===== src/rtl/picc_envelope_detector.sv =====
// picc_envelope_detector: rectify, integrate-and-dump and hysteresis-slice the PICC sample stream
// into one AXIS word {level, mean} per window.
module picc_envelope_detector #(
    parameter int C_S00_AXIS_TDATA_WIDTH = 32,
    parameter int C_M00_AXIS_TDATA_WIDTH = 32,
    parameter int WINDOW_LOG2            = 4,
    parameter int THRESH_HI              = 2048,
    parameter int THRESH_LO              = 1024
) (
    input  logic                              clk_in,
    input  logic                              rst_in,
    input  logic                              s00_axis_tvalid,
    output logic                              s00_axis_tready,
    input  logic [C_S00_AXIS_TDATA_WIDTH-1:0] s00_axis_tdata,
    input  logic                              s00_axis_tlast,
    input  logic [3:0]                        s00_axis_tstrb,
    output logic                              m00_axis_tvalid,
    input  logic                              m00_axis_tready,
    output logic [C_M00_AXIS_TDATA_WIDTH-1:0] m00_axis_tdata,
    output logic                              m00_axis_tlast,
    output logic [3:0]                        m00_axis_tstrb,
    output logic                              edge_out
);
    localparam int W  = C_S00_AXIS_TDATA_WIDTH;
    localparam int AW = W - 1 + WINDOW_LOG2;

    logic [AW-1:0]          acc;
    logic [WINDOW_LOG2-1:0] cnt;
    logic                   level;
    logic [W-1:0]           neg;
    logic [W-2:0]           mag;
    logic [AW-1:0]          sum;
    logic [AW-1:0]          mean;
    logic                   accept;
    logic                   dump;
    logic                   new_level;
    logic                   unused_tstrb;

    assign unused_tstrb = &{1'b0, s00_axis_tstrb};

    // Negating the most negative sample overflows back to itself; saturate it to full scale.
    assign neg       = -s00_axis_tdata;
    assign mag       = !s00_axis_tdata[W-1] ? s00_axis_tdata[W-2:0] :
                       neg[W-1] ? {(W-1){1'b1}} : neg[W-2:0];
    assign sum       = acc + AW'(mag);
    assign mean      = sum >> WINDOW_LOG2;
    assign accept    = s00_axis_tvalid & s00_axis_tready;
    assign dump      = accept & ((cnt == '1) | s00_axis_tlast);
    assign new_level = (mean > AW'(THRESH_HI)) ? 1'b1 :
                       (mean < AW'(THRESH_LO)) ? 1'b0 : level;

    assign s00_axis_tready = ~rst_in & (~m00_axis_tvalid | m00_axis_tready);

    always_ff @(posedge clk_in) begin
        if (rst_in) begin
            acc             <= '0;
            cnt             <= '0;
            level           <= 1'b0;
            m00_axis_tvalid <= 1'b0;
            m00_axis_tdata  <= '0;
            m00_axis_tlast  <= 1'b0;
            m00_axis_tstrb  <= 4'h0;
            edge_out        <= 1'b0;
        end else begin
            edge_out <= 1'b0;
            if (m00_axis_tvalid & m00_axis_tready) begin
                m00_axis_tvalid <= 1'b0;
                m00_axis_tlast  <= 1'b0;
                m00_axis_tstrb  <= 4'h0;
            end
            if (dump) begin
                acc             <= '0;
                cnt             <= '0;
                level           <= new_level;
                m00_axis_tvalid <= 1'b1;
                m00_axis_tdata  <= {new_level, mean[C_M00_AXIS_TDATA_WIDTH-2:0]};
                m00_axis_tlast  <= s00_axis_tlast;
                m00_axis_tstrb  <= 4'hF;
                edge_out        <= new_level != level;
            end else if (accept) begin
                acc <= sum;
                cnt <= cnt + 1'b1;
            end
        end
    end
endmodule

===== config.mk =====
export PLATFORM = sky130hd
export DESIGN_NAME = picc_envelope_detector
export DESIGN_NICKNAME = d
export VERILOG_FILES = /design/src/rtl/picc_envelope_detector.sv
export SDC_FILE = /design/constraint.sdc
export NUM_CORES = 1
export LEC_CHECK = 0
export BUFFER_PORTS_ARGS = -buffer_cell sky130_fd_sc_hd__buf_2
export CAP_MARGIN = 20
export CORE_MARGIN = 1.5
export CORE_UTILIZATION = 34
export CTS_BUF_LIST = sky130_fd_sc_hd__clkbuf_4 sky130_fd_sc_hd__clkbuf_8 sky130_fd_sc_hd__clkbuf_16
export DETAILED_ROUTE_END_ITERATION = 8
export MAX_ROUTING_LAYER = met4
export PLACE_DENSITY = 0.58
export SYNTH_ARGS = -nofsm -noshare
export SYNTH_HDL_FRONTEND = slang
export SYNTH_SLANG_ARGS = --single-unit

===== constraint.sdc =====
create_clock -name clk_in -period 7.5 [get_ports clk_in]
set_input_delay 1.5 -clock clk_in [delete_from_list [all_inputs] [get_ports clk_in]]
set_output_delay 1.5 -clock clk_in [all_outputs]
set_load 0.02 [all_outputs]

=== Yosys cells after proc, flatten, opt, wreduce, memory -nomap -nowiden ===
Cells that the tools add are included.

* Output and inout bits: 40
* Bits of input ports: 41
* Bits in registers: 79
* Word-level logic and storage cells: 36

* Equal/unequal tests: 2
* $lt $le $gt $ge: 2
* Reductions and logical operators: 3
* $add $sub $neg: 3
* Bitwise operators: 9
* Multiplexer cells: 9

{| class="wikitable"
|+ Operators by type and width
! cell !! count
|-
| 31-bit two-way mux || 2
|-
| 35-bit by 31-bit adder with 35-bit output || 1
|-
| 32-bit negator || 1
|-
| 31-bit by 12-bit greater-than comparator with 1-bit output, second input constant || 1
|-
| 31-bit by 11-bit less-than comparator with 1-bit output, second input constant || 1
|-
| 4-bit two-way mux || 2
|-
| 1-bit two-way mux || 5
|-
| 4-bit by 1-bit adder with 4-bit output, second input constant || 1
|-
| 1-bit bitwise AND || 4
|-
| 4-bit equality test, second input constant || 1
|-
| 2-bit OR reduction || 2
|-
| 1-bit inverter || 3
|-
| 1-bit bitwise OR || 2
|-
| 2-bit nonzero test || 1
|-
| 1-bit != test || 1
|}

=== Longest topological paths before layout ===
* Depth in word-level cells: 8
* Depth in mapped cells: 23
* Mapped depth without buffers: 22

=== Least setup slack after synthesis ===
OpenSTA, ideal clock, no wires.

* Kind: input port to flip-flop
* From: in s00_axis_tdata[11]
* To: reg m00_axis_tdata[31]
* Path slack: -0.076 ns
* Buffers on the path: 1
* Data required time: 7.368 ns
* Data arrival time: 7.444 ns
* Library setup time: 0.132 ns
* Stages: 23
* Cells stage by stage: or4_4 > or4_1 > or3_4 > or3_4 > or3_4 > or4_4 > nor3_2 > buf_6 > nand2_1 > nand2_1 > ha_1 > inv_1 > fa_1 > nand2b_1 > a21oi_1 > o21ai_0 > a2111oi_0 > nor3_1 > a2111oi_0 > and3_1 > and4_1 > and4_1 > a21oi_1

* Longest elaborated chain between the ends: 7
* Elaborated cells between the ends (all ways): 8
* Classes of those cells: add/sub (2); order compare (2); mux (4)

{| class="wikitable"
|+ RTL lines
! item !! RTL line !! source
|-
| start, declared || 14 || <nowiki>input logic [C_S00_AXIS_TDATA_WIDTH-1:0] s00_axis_tdata,</nowiki>
|-
| 32-bit negator || 42 || <nowiki>assign neg = -s00_axis_tdata;</nowiki>
|-
| 31-bit two-way mux || 44 || <nowiki>neg[W-1] ? {(W-1){1'b1}} : neg[W-2:0];</nowiki>
|-
| 31-bit two-way mux (*) || 43 || <nowiki>assign mag = !s00_axis_tdata[W-1] ? s00_axis_tdata[W-2:0] :</nowiki>
|-
| 35-bit by 31-bit adder with 35-bit output (*) || 45 || <nowiki>assign sum = acc + AW'(mag);</nowiki>
|-
| 31-bit by 11-bit less-than comparator with 1-bit output || 50 || <nowiki>(mean < AW'(THRESH_LO)) ? 1'b0 : level;</nowiki>
|-
| 1-bit two-way mux || 50 ||
|-
| 1-bit two-way mux (*) || 49 || <nowiki>assign new_level = (mean > AW'(THRESH_HI)) ? 1'b1 :</nowiki>
|-
| end signal, assigned || 76 || <nowiki>m00_axis_tdata <= {new_level, mean[C_M00_AXIS_TDATA_WIDTH-2:0]};</nowiki>
|-
| end, declared || 19 || <nowiki>output logic [C_M00_AXIS_TDATA_WIDTH-1:0] m00_axis_tdata,</nowiki>
|}

Every way passes the cells marked *; elsewhere a longest branch is shown, timed or not.
A chain may end at the register's enable or synchronous reset.

=== Final worst setup path ===
Same ends and word-level chain as after synthesis.

==> impl_metrics.ini <==
[floorplan]
die-height_um = 132
fp.dieW_um = 132
io_pins = 81
placeable_core_region_um2 = 16500
floorplan.rows = 47
floorplan.die_area_um2 = 17500
floorplan.initialDensity_pct = 34.5

[clock_tree]
cts.clk_slew.worst_paths_ns = 0.07
cts_max_level = 3
cts_buffer_depth = 2
clock_insertion_delay_worst_skew_ns = 0.34
cts_tree = built
clock_tree.root_cell = clkbuf_16
cts.sinks = 74
cts_buffers = 9
cts_hold_repair.buffers = 0

[power]
powerDensity_nw_per_um2 = 176
p_total_uw = 1430
p_leak_uw = 0.00349
vdd.ir_drop.worst_v = 0.0000964
clockPowerShare_pct = 32.2
seqPwrFrac_pct = 30.6
power_switching_uw = 480
pwr-share-comb_pct = 37.2
sw_frac_of_total_pct = 33.7
internal-power_uw = 946

[logic_synthesis]
synth_seq_cells = 74
synth_top_cells_by_count = nand2_1, a21oi_1, nor2_1
ys.warnings.count = 0
synthesized_instance_count = 795
share_of_the_synthesized_area_in_the_top_cell_type_pct = 26.1
async_flop_share_pct = 0
synth_edf_count = 0
syn-mean-instance-area_um2 = 7.15
synth.top_cells.by_area = dfxtp_1, nand2_1, ha_1
netlist.top_cell.by_area = dfxtp_1
netlist_area_um2 = 5690
number_of_unique_standard_cell_types_used_by_synthesis = 63
post-synth-top-count-cell = nand2_1
synth-main-ff-cell = dfxtp_1
mappedNetlistNets = 870
synth.yosys.seq_area_share_pct = 26.1

[global_routing]
antenna_found_initial = 0
gr-total-overflow = 0
maximum_number_of_pins_on_one_net_before_global_route_repair = 52
grt_pass1_wl_um = 28600
grt_use_total_pct = 20.6
number_of_global_route_vias_before_repair = 5747

[final_layout]
insertedDiodeCount = 0
synthToLayoutAreaGrowth_pct = 42.6
fillCellCount = 1697
nNetsFinal = 1091
drive_gt1_share_pct = 33.4

[routing]
drt_pre_antenna_iters = 7
drt_iter0_drc = 361
vias = 6412
drt_drc_violations_left = 0
wl_per_cell_um = 14.4
drt-vias-per-instance = 5.17
drt_wl_total_um = 17900
route.antenna.remaining_nets = 0

[place]
placement.setup.worst_slack_ns = -0.497
io_buffer_count = 76
globalplace.congestion = 0.892
post-dp-hpwl_um = 13700

[min_path]
min_delay_path_depth = 2
min-delay-path-class = reg2reg
min-delay-start = acc[22]$_SDFFE_PP0P_
worst_hold_path.endpoint = acc[22]$_SDFFE_PP0P_

[sta]
layout_worst_path_cycle_share_pct = 97.5
finalSetupViolCount = 0
fmax_mhz = 137
final.setup.worst_slack_ns = 0.190
timing.clock.skew_ns = 0.0103
timing.max_slew.rel_slack_pct = 52.3
slew_violations = 0
hold_viol_final = 0
clock_period_minus_final_worst_setup_slack_ns = 7.31
max_slew.worst_pin.slew_ns = 0.715

[setup_path]
setup.worst_path.end_class = flip-flop
data_required_time_of_the_worst_path_ns = 7.72
startpoint_type = input port
maximum_fanout_along_the_worst_path = 7
cp_data_arrival_time_ns = 7.53
reg2reg_slack_ns = 4.13
critical_path.reg2reg.startpoint = acc[0]$_SDFFE_PP0P_
r2r-end = m00_axis_tdata[31]$_SDFFE_PP0P_
rr_worst_depth = 14
crit_type = in2reg

[run_status]
outcome = finished, final reports clean

[job]
cap_viol_max_count = 0
[cells by family (layout without fill, tap and decap cells)]
kind of cell / Yosys count / in the layout / share of synthesized area (%)
AND/OR/NAND/NOR: 336 / 336 / 29.1
flip-flops: 74 / 74 / 26.1
XOR/XNOR: 33 / 33 / 5.08
multiplexers: 5 / 5 / 0.902
adder cells (fa/ha/maj): 34 / 34 / 7.61
AO/OA/AOI/OAI: 244 / 244 / 25.9
buffers and inverters: 69 / 295 / 5.28
[through the flow]
stage	setup TNS [ns]	utilization, %	std cells	instance area (um^2)	hold slack, ns
floorplan	0	-	795	5690	0.441
finish	0	49.2	1241	8110	0.462
CTS	0	47.5	1235	7830	0.464
detailed placement	-2.62	45.3	1218	7460	0.455
global route	-0.00348	49.2	1241	8110	0.480
global placement	-1.93	45.3	1218	7460	0.448
[cell usage in the layout (no fill, tap or decap), drive strengths merged, types with 14 or more instances in the layout]
master / Yosys / final
ha: 33 / 33
nand2: 125 / 125
nand3b: 32 / 32
o21ai: 66 / 66
o21a: 15 / 15
dfxtp: 74 / 74
nor2: 79 / 79
a31oi: 20 / 20
buf: 11 / 261
inv: 18 / 18
a21oi: 82 / 82
xnor2: 20 / 20
nor3: 19 / 19
nand4: 14 / 14
[worst max-delay path, stage by stage]
cell and delay [ns]:
buf_2 0.11, or4_4 0.53, or4_4 0.42, or3_4 0.35, or3_4 0.38, or3_4 0.38, or4_4 0.45, or3_4 0.45
or2b_1 0.19, a21oi_1 0.07, a31oi_2 0.22, ha_1 0.24, nand4_1 0.14, a21oi_1 0.21, o21ai_2 0.14, buf_4 0.16
a2111o_1 0.44, a21o_1 0.22, a311oi_2 0.27, and3_1 0.19, and4_4 0.24, and4_1 0.19, a21oi_1 0.04
[power groups by stage]
stage	logic [uW]	clock network, uW	registers [uW]
3_5_place_dp	491	0	444
3_3_place_gp	488	0	444
5_1_grt	580	485	440
2_1_floorplan	243	0	458
4_1_cts	499	469	436
6_report	530	460	436
[registers in the layout (all words and copies together) (netlist names)]
name,flops
acc,35
m00_axis_tdata,32
cnt,4
edge_out,1
m00_axis_tlast,1
m00_axis_tstrb,1
[cell type report]
type,instances,area [um^2],share of cell area [%]
tap,220,275,3.40
clock inverter,5,62.6,0.772
sequential,74,1480,18.3
timing repair buffer,261,1780,22.0
inverter,18,67.6,0.834
multi-input combinational,652,4180,51.6
clock buffer,11,253,3.12
[timing repair]
action | CTS | global route
gates resized for setup | 13 | 50
buffers inserted | 1 | 5
endpoints found under the setup margin | 2 | 5
hold endpoints to repair | 0 | 0
pin swaps | 5 | 19
[worst max path at each step]
stage	from	end	slack [ns]
after detailed placement	s00_axis_tdata[11]	m00_axis_tdata[31]$_SDFFE_PP0P_	-0.50
after global placement	s00_axis_tdata[11]	m00_axis_tdata[31]$_SDFFE_PP0P_	-0.47
after CTS	s00_axis_tdata[11]	m00_axis_tdata[31]$_SDFFE_PP0P_	0.02
final	s00_axis_tdata[11]	m00_axis_tdata[31]$_SDFFE_PP0P_	0.19
after global routing	s00_axis_tdata[11]	m00_axis_tdata[31]$_SDFFE_PP0P_	-0.003
after floorplan	s00_axis_tdata[11]	m00_axis_tdata[31]$_SDFFE_PP0P_	0.02
[per-layer routing]
| layer | vias to the layer above | share of wire (%) | track usage, % |
|---|---|---|---|
| li1 | 3309 | - | - |
| met1 | 2946 | 52 | 30.6 |
| met2 | 144 | 42 | 30.1 |
| met3 | 13 | 4.2 | 2.15 |
| met4 | 0 | 1.1 | 3.97 |
| met5 | - | 0 | - |
Power figures use the tool's default switching activity.
